File: src/rtl/ram_stream_pkg.sv
// Shared definitions for the RAM stream reader: controller state encoding and
// the command length width derivation.
package ram_stream_pkg;

   typedef enum logic [1:0] {
      IDLE  = 2'd0,
      RUN   = 2'd1,
      DRAIN = 2'd2
   } state_e;

   localparam int unsigned DEFAULT_ADDR_WIDTH = 10;
   localparam int unsigned DEFAULT_DATA_WIDTH = 16;

   // One extra bit lets a single command cover the whole address space.
   function automatic int unsigned len_width(input int unsigned addr_width);
      return addr_width + 1;
   endfunction

endpackage

File: src/rtl/ram_stream_reader.sv
// Block read initiator: streams cmd_len words from a 1-cycle-latency RAM onto a
// valid/ready port. Optional checksum output enabled by RAM_STREAM_CKSUM_EN.
module ram_stream_reader
   import ram_stream_pkg::*;
#(
   parameter int unsigned ADDR_WIDTH = DEFAULT_ADDR_WIDTH,
   parameter int unsigned DATA_WIDTH = DEFAULT_DATA_WIDTH,
   parameter int unsigned LEN_WIDTH  = len_width(ADDR_WIDTH)
) (
   input  logic                  clk,
   input  logic                  arstn,
   input  logic                  cmd_valid,
   output logic                  cmd_ready,
   input  logic [ADDR_WIDTH-1:0] cmd_addr,
   input  logic [LEN_WIDTH-1:0]  cmd_len,
   output logic [ADDR_WIDTH-1:0] mem_addr,
   output logic                  mem_re,
   input  logic [DATA_WIDTH-1:0] mem_dout,
   output logic                  o_valid,
   input  logic                  o_ready,
   output logic [DATA_WIDTH-1:0] o_data,
   output logic                  o_last,
   output logic                  busy,
   output logic                  done,
   output logic [DATA_WIDTH-1:0] o_sum
);

   state_e                state_q, state_d;
   logic [ADDR_WIDTH-1:0] ptr_q, ptr_d;
   logic [LEN_WIDTH-1:0]  rem_q, rem_d;
   logic                  valid_q, valid_d;
   logic                  last_q, last_d;
   logic                  done_q, done_d;

   logic                  cmd_fire;
   logic                  beat_fire;
   logic                  rd_fire;

   // A read is only issued when the output register is free or emptying this
   // cycle; the RAM holding dout while re=0 keeps a stalled beat stable.
   assign cmd_ready = (state_q == IDLE);
   assign cmd_fire  = cmd_valid && cmd_ready;
   assign beat_fire = valid_q && o_ready;
   assign rd_fire   = (state_q == RUN) && (!valid_q || o_ready);

   assign mem_re   = rd_fire;
   assign mem_addr = ptr_q;
   assign o_valid  = valid_q;
   assign o_data   = mem_dout;
   assign o_last   = last_q;
   assign busy     = (state_q != IDLE);
   assign done     = done_q;

   always_comb begin
      state_d = state_q;
      ptr_d   = ptr_q;
      rem_d   = rem_q;
      valid_d = valid_q;
      last_d  = last_q;
      done_d  = 1'b0;

      if (beat_fire) begin
         valid_d = 1'b0;
         last_d  = 1'b0;
      end

      // A new read refills the output register in the same edge it drains.
      if (rd_fire) begin
         valid_d = 1'b1;
         last_d  = (rem_q == LEN_WIDTH'(1));
         ptr_d   = ptr_q + ADDR_WIDTH'(1);
         rem_d   = rem_q - LEN_WIDTH'(1);
      end

      case (state_q)
         IDLE: begin
            if (cmd_fire) begin
               ptr_d = cmd_addr;
               rem_d = cmd_len;
               if (cmd_len == '0) begin
                  done_d = 1'b1;
               end else begin
                  state_d = RUN;
               end
            end
         end
         RUN: begin
            if (rd_fire && (rem_q == LEN_WIDTH'(1))) begin
               state_d = DRAIN;
            end
         end
         DRAIN: begin
            if (beat_fire && last_q) begin
               state_d = IDLE;
               done_d  = 1'b1;
            end
         end
         default: begin
            state_d = IDLE;
         end
      endcase
   end

   always_ff @(posedge clk or negedge arstn) begin
      if (!arstn) begin
         state_q <= IDLE;
         ptr_q   <= '0;
         rem_q   <= '0;
         valid_q <= 1'b0;
         last_q  <= 1'b0;
         done_q  <= 1'b0;
      end else begin
         state_q <= state_d;
         ptr_q   <= ptr_d;
         rem_q   <= rem_d;
         valid_q <= valid_d;
         last_q  <= last_d;
         done_q  <= done_d;
      end
   end

`ifdef RAM_STREAM_CKSUM_EN
   logic [DATA_WIDTH-1:0] sum_q, sum_d;

   // Accept and beat handshakes are mutually exclusive, so the sum is final
   // from the done pulse until the next command is taken.
   always_comb begin
      sum_d = sum_q;
      if (cmd_fire) begin
         sum_d = '0;
      end else if (beat_fire) begin
         sum_d = sum_q + mem_dout;
      end
   end

   always_ff @(posedge clk or negedge arstn) begin
      if (!arstn) begin
         sum_q <= '0;
      end else begin
         sum_q <= sum_d;
      end
   end

   assign o_sum = sum_q;
`else
   assign o_sum = '0;
`endif

endmodule
File: config.mk
export PLATFORM = sky130hd
export DESIGN_NAME = ram_stream_reader
export DESIGN_NICKNAME = d
export VERILOG_FILES = /design/src/rtl/ram_stream_pkg.sv /design/src/rtl/ram_stream_reader.sv
export SDC_FILE = /design/constraint.sdc
export NUM_CORES = 1
export LEC_CHECK = 0
export ABC_CLOCK_PERIOD_IN_PS = 2170
export CORE_ASPECT_RATIO = 1.4
export CORE_UTILIZATION = 40
export CTS_CLUSTER_SIZE = 30
export DETAILED_ROUTE_END_ITERATION = 12
export GPL_ROUTABILITY_DRIVEN = 0
export HOLD_SLACK_MARGIN = 0.1
export PLACE_DENSITY = 0.84
export SLEW_MARGIN = 30
export SYNTH_ARGS = -nofsm -noshare
export SYNTH_HDL_FRONTEND = slang
export SYNTH_SLANG_ARGS = --single-unit
File: constraint.sdc
create_clock -name clk -period 2.17 [get_ports clk]
set_input_delay 0.434 -clock clk [delete_from_list [all_inputs] [get_ports clk]]
set_output_delay 0.434 -clock clk [all_outputs]
set_load 0.01 [all_outputs]
==> results.txt <==
RSZ-0062 raised after global routing - false
Slew Limit Fails - 0
Final hold vios - 0
Total grt overflow - 0
Startpoint types - flip-flop
Drt via density - 5.13
Yosys cell types - 37
Max Clock Skew - 0.00116 ns
Comb power frac - 44.5%
H-tree Lvls - 1
Yosys warning count - 0
Pwr Density - 1110 nW/um2
Internal power - 1.40 mW
Total iterations of the first detailed-routing run - 8
# DRC - 13
Antenna cells - 0
Sequential cell area - 651 um2
Largest net degree at the start of global routing - 27
Post-synth EDFFs - 0
Leak - 0.824 nW
Post-route antenna net violation count - 0
Pre-CTS WS - -0.0256 ns
Netlist Area Pre-Place - 1700 um2
I/O pin cnt - 89
Post-synth ARST share - 100%
Initial drt markers - 27
Peak VDD IR - 585 uV
CP Class - flip-flop to primary output
Data arrival time of the critical path - 1.50 ns
CTS tree - done
Min-delay worst type - flip-flop to flip-flop
Port Buf Inserts - 40
Clock group share of total power - 14.2%
Initial antenna violation count - 0
CTS Sinks - 26
Overall power - 2.27 mW
Final #Nets - 269
Setup bufs post-CTS - 0
Clk_lat worst skew - 0.27 ns
Sw frac - 38.2%
Row cnt - 27
Area growth, synth to finish - 20.6%
Period utilization - 89.0%
Period minus WS final - 1.93 ns
Violated checks - design-rule violations
Final non-filler cell total - 267
Flop pwr share - 41.3%
Multi-input gate area - 803 um2
Placed Cells - 263
Die ar. - 4510 um2
Post-DP HPWL - 2.63 mm
Vias in the first global route - 1317
Gate Count Post-Synth - 196
Critical path, cell by cell - nor2_1 > clkdlybuf4s50_1
CP peak stage delay - 0.57 ns
Maximum fanout along the worst path - 6
Clock buffer depth - 2
Psw - 0.866 mW
Outcome - complete, but fails checks
Fill count - 383
FMAX - 518 MHz
Num CTS Buffers - 3
Maximum Capacitance Violations - 0
CP endpoint kind - primary output
Wire per inst - 12.9 um
Synth Area per Inst - 8.66 um2
Total Wirelength - 3.45 mm
Die Span X - 57.1 um
Via count - 1371
Fraction of layout cells with a size suffix above 1 - 6.70%
Crit path max-delay cell type - clkdlybuf4s50_1
Clk root buf - clkbuf_8
First-pass GRT wire length - 5.64 mm
Hold_ws - 0.496 ns
Initial Utilization - 42.6%
Die height - 79.1 um
All-Layer GR Usage - 15.8%
Yosys reg bits - 26
Ys flop type - dfrtp_1
# setup viols final - 0
Clk pin slew, worst setup/hold paths - 0.09 ns
Core area - 3990 um2
CP Data Required Time - 1.74 ns
Post-route setup slack - 0.238 ns
Sequential area share after synthesis - 38.3%
## cells in the mapped netlist, types with 2 or more instances
library cell,instances,area share [%]
buf_4,32,14
and3_1,2,0.74
or4_1,3,1.3
or3_1,4,1.5
nor3_1,6,1.8
nand4_1,5,1.8
nor4b_1,2,1.0
o211ai_1,3,1.3
inv_1,5,1.1
nand2_1,26,5.7
nand2b_1,2,0.74
ha_1,3,2.2
a21oi_1,2,0.59
nor4_1,6,2.2
nand3b_1,2,0.88
clkbuf_1,4,0.88
a31oi_1,2,0.74
buf_2,3,0.88
nand3_1,12,3.5
dfrtp_1,26,38
o21ai_0,15,4.4
nand4b_1,2,1.0
xnor2_1,8,4.1
nor2_1,4,0.88
xor2_1,5,2.6
## registers in the layout (all words and copies together) (netlist names)
name / cells
rem_q: 11
mem_addr: 10
state_q: 2
done: 1
o_last: 1
o_valid: 1
## cell type report
class / count / area share, %
flip-flops and latches: 26 / 31.8
well taps: 43 / 2.63
repair buffers: 49 / 22.8
multi-input cells: 140 / 39.2
clock buffers: 4 / 2.69
inverters: 5 / 0.916
## cells by family after synthesis
| logic type | synth area share, % |
|---|---|
| buffers and inverters | 17.7 |
| AND/OR/NAND/NOR | 25.4 |
| XOR/XNOR | 6.71 |
| flip-flops | 38.3 |
| adder cells (fa/ha/maj) | 2.21 |
| AO/OA/AOI/OAI | 8.84 |
| other | 0.221 |
| multiplexers | 0.590 |
## worst paths after layout
check / start / end / slack (ns) / cells after the start
max reg2reg: state_q[1]$_DFFE_PN0P_ / mem_addr[9]$_DFF_PN0_ / 0.38 / 4
max in group asynchronous: arstn / mem_addr[3]$_DFF_PN0_ / 1.39 / 2
max: state_q[1]$_DFFE_PN0P_ / cmd_ready / 0.24 / 2
min in group asynchronous: arstn / rem_q[10]$_DFF_PN0_ / 0.52 / 2
min: state_q[0]$_DFFE_PN0P_ / done$_DFF_PN0_ / 0.50 / 1
min reg2reg: state_q[0]$_DFFE_PN0P_ / done$_DFF_PN0_ / 0.50 / 1
## metrics by stage
step	setup TNS [ns]	utilization (%)	cell area (um2)
4_1_cts	0	51.4	2050
5_1_grt	0	51.4	2050
3_5_place_dp	-0.0256	50.0	1990
2_1_floorplan	0	-	1750
3_3_place_gp	-0.0369	50.0	1990
6_report	0	51.4	2050
## repair_timing
action | in CTS | in global routing
setup endpoints to repair | 1 | 0
hold buffers | 0 | 0
gates resized for setup | 1 | 0
## power by group through the flow
stage               registers (mW)  logic, mW  clock network (mW)
global placement             0.930      0.992                   0
floorplan                    0.933      0.618                   0
CTS                          0.935       1.02               0.326
finish                       0.937       1.01               0.321
detailed placement           0.944       1.01                   0
global route                 0.970       1.12               0.345
## layout by cell type (no fill, tap or decap), types with 2 or more instances in the layout
master | netlist | final
clkdlybuf4s50_1 | 0 | 39
nand2_1 | 26 | 26
dfrtp_1 | 26 | 26
conb_1 | 1 | 16
o21ai_0 | 15 | 15
nand3_1 | 12 | 12
buf_4 | 32 | 9
xnor2_1 | 8 | 8
nor4_1 | 6 | 6
nor3_1 | 6 | 6
inv_1 | 5 | 5
nand4_1 | 5 | 5
xor2_1 | 5 | 5
nor2_1 | 4 | 4
or3_1 | 4 | 4
clkbuf_8 | 0 | 4
or4_1 | 3 | 3
o211ai_1 | 3 | 3
ha_1 | 3 | 3
nand2b_1 | 2 | 2
nor4b_1 | 2 | 2
a31oi_1 | 2 | 2
nand4b_1 | 2 | 2
a21oi_1 | 2 | 2
and3_1 | 2 | 2
nand3b_1 | 2 | 2
## critical path, delay by kind of cell, from the launching register on
kind	cells	cell delay, ns
buffers and inverters	1	0.57
DFF	1	0.44
and+or+nand+nor	1	0.22
## layer usage
layer  vias up  routed length, um  GRT usage, %  share of wire [%]
met5         -                  0             0                  0
met4         0                 49          8.29                1.4
met3         6                191          2.28                5.5
met2        42               1720          26.4                 50
met1       633               1490          19.4                 43
li1        690                  -             -                  -
Note: power is estimated with default switching activity, not from simulation.
==> RTL change, RTL diff (same flow settings) <==
Change the package constant `DEFAULT_ADDR_WIDTH` from 10 to 9.
--- a/src/rtl/ram_stream_pkg.sv
+++ b/src/rtl/ram_stream_pkg.sv
@@ -10,3 +10,3 @@
 
-   localparam int unsigned DEFAULT_ADDR_WIDTH = 10;
+   localparam int unsigned DEFAULT_ADDR_WIDTH = 9;
    localparam int unsigned DEFAULT_DATA_WIDTH = 16;
Ports: changed (resized cmd_addr, cmd_len and mem_addr); port bits go from 89 to 86. No check against the original RTL was run, so the function may have changed too.
==> RTL change against the unedited design <==
Sequential cell count decreased by 2; worst setup slack worse by 0.017 ns; critical path depth unchanged; area after synthesis shrank 6.2%; utilization increased by 0.86 points; total power is 2.9% lower; design area is 4.6% lower; combinational power fell by 7%; routed wire length fell by 8.0%; global-route usage rose by 0.41 points; largest cell class unchanged; largest power group unchanged.
==> RTL change: results (changes against the unedited design) <==
* Status: complete, no violations
* Clock skew at 0.00180 ns (+0.000635 ns)
* Slowest cell delay on critical path at 0.58 ns
* Max reg flops at 10 (-1)
* Critical R2R Launch: rem_q[5]
* H-tree lvl count at 1 (unchanged)
* Clock buffer depth at 2 (unchanged)
* Final Net Count at 251 (-6.7%)
* Setup slack, reg-to-reg at 0.51 ns (+0.13 ns)
* Reg2reg end: rem_q[8]
* Num CTS Buffers at 3 (unchanged)
* Pleak at 0.789 nW (-4.2%)
* Ranking of synthesized cells by area: dfrtp_1 38%, buf_4 15%, nand2_1 5.2%, o21ai_1 4.4%, xnor2_1 4.4%
* Net Sw Power at 0.818 mW (-5.5%)
* Most common cell after layout, fill and taps aside: clkdlybuf4s50_1
* Seq/Total Area, Yosys at 37.7% (-0.61 points)
* Largest net degree at the start of global routing at 31 (+15%)
* # diodes at 0 (unchanged)
* Max IR drop VDD at 693 uV (+18%)
* Port bufs at 37 (-7.5%)
* Synth async-reset ratio at 100% (unchanged)
* FF-to-FF path depth at 4 (unchanged)
* First-pass GRT wire length at 5550 um (-1.6%)
* Root Driver: clkbuf_8
* Drt first pass iters at 4 (-4)
* Clk_lat worst skew at 0.27 ns (about the same)
* Top cells by count, synth: 32 x buf_4, 24 x dfrtp_1, 22 x nand2_1, 14 x o21ai_1, 13 x nand3_1
* Critical-path top delay cell: clkdlybuf4s50_1
* Post-route setup TNS at 0 ns (unchanged)
* Number of antenna violations at the first check in global routing at 0 (unchanged)
* Vias at 1305 (-4.8%)
* CP max FO at 7 (+1)
* DR WL/cell at 12.7 um (-1.7%)
* Largest Register: rem_q
* Dpl hpwl at 2430 um (-7.3%)
* Hold Crit Class: in2async
* Yosys cell types at 39 (+5.4%)
* GRT Total Usage at 16.2% (+0.41 points)
* Clock transition at path regs at 0.08 ns
* Worst setup endpoint: cmd_ready
* Layout cell share with drive strength beyond 1 at 9.62% (+2.9 points)
* Crit path from: state_q[1]
* YS warnings at 0 (unchanged)
* CP arrival at 1.52 ns (+0.02 ns)
* Synth Flop Type: dfrtp_1
* Initial drt markers at 29 (+7.4%)
* Setup bufs post-CTS at 0 (unchanged)
==> RTL change: changes by cell type after synthesis, sizes merged, moves of 3 or more <==
cell	unedited run	this run
buf	36	32
nand2	26	22
nor2	4	7
nor3	6	3
or3	5	2
==> RTL change: kinds of logic after synthesis <==
logic type / Yosys count / synth area share, %
buffers and inverters: 41 / 17.2
xor gates and xnor gates: 13 / 7.15
DFF: 24 / 37.7
other: 1 / 0.235
and+or+nand+nor: 71 / 25.4
AOI/OAI and AO/OA: 26 / 9.35
muxes: 1 / 0.628
adders and majority gates: 3 / 2.36
==> RTL change: layout make-up <==
cell class                 count  area (um^2)
sequential                    24          601
clock inverter                 1         30.0
timing repair buffer          46          440
inverter                       4         15.0
multi-input combinational    130          774
tap                           42         52.6
fill                         342         1790
clock buffer                   3         41.3
==> RTL change: what timing repair did <==
item	4_1_cts	5_1_grt
endpoints found under the hold margin	0	0
resized for setup	0	1
setup endpoints to repair	0	1
==> RTL change: routing by layer <==
metal  global-route usage, %  vias up  routed length [um]  part of all wire [%]
li1                        -      637                   -                     -
met1                    19.0      619                1340                    42
met2                    27.7       38                1600                    50
met3                    2.19       11                 143                   4.5
met4                    9.50        0                  98                   3.1
met5                       0        -                   0                     0
==> RTL change: worst min path at each step <==
stage | startpoint | end | slack [ns] | cells past startpoint
finish | arstn | rem_q[6] | 0.51 | 2
global route | arstn | rem_q[1] | 0.55 | 2
CTS | arstn | o_valid | 0.52 | 2
detailed placement | state_q[0] | done | 0.50 | 1
global placement | state_q[0] | done | 0.49 | 1
floorplan | arstn | done | 0.14 | 0
==> RTL change: through the flow <==
| stage | area, um^2 | hold WS (ns) | setup slack, ns | std cells |
|---|---|---|---|---|
| global placement | 1880 | 0.490 | 0.0934 | 246 |
| global route | 1950 | 0.547 | 0.130 | 250 |
| floorplan | 1650 | 0.138 | 0.608 | 195 |
| CTS | 1950 | 0.515 | 0.0619 | 250 |
| finish | 1950 | 0.513 | 0.221 | 250 |
| detailed placement | 1880 | 0.504 | 0.0737 | 246 |
==> RTL change: critical path, delay by kind of cell, from the launching register on <==
kind / cells / cell delay [ns]
buf+inv: 1 / 0.58
flops: 1 / 0.45
simple gates: 1 / 0.21
==> RTL change: power by group through the flow <==
stage | clock (mW) | combinational, mW | sequential, mW
4_1_cts | 0.400 | 0.950 | 0.868
2_1_floorplan | 0 | 0.579 | 0.867
3_5_place_dp | 0 | 0.944 | 0.876
3_3_place_gp | 0 | 0.917 | 0.861
6_report | 0.391 | 0.940 | 0.871
5_1_grt | 0.421 | 1.05 | 0.900
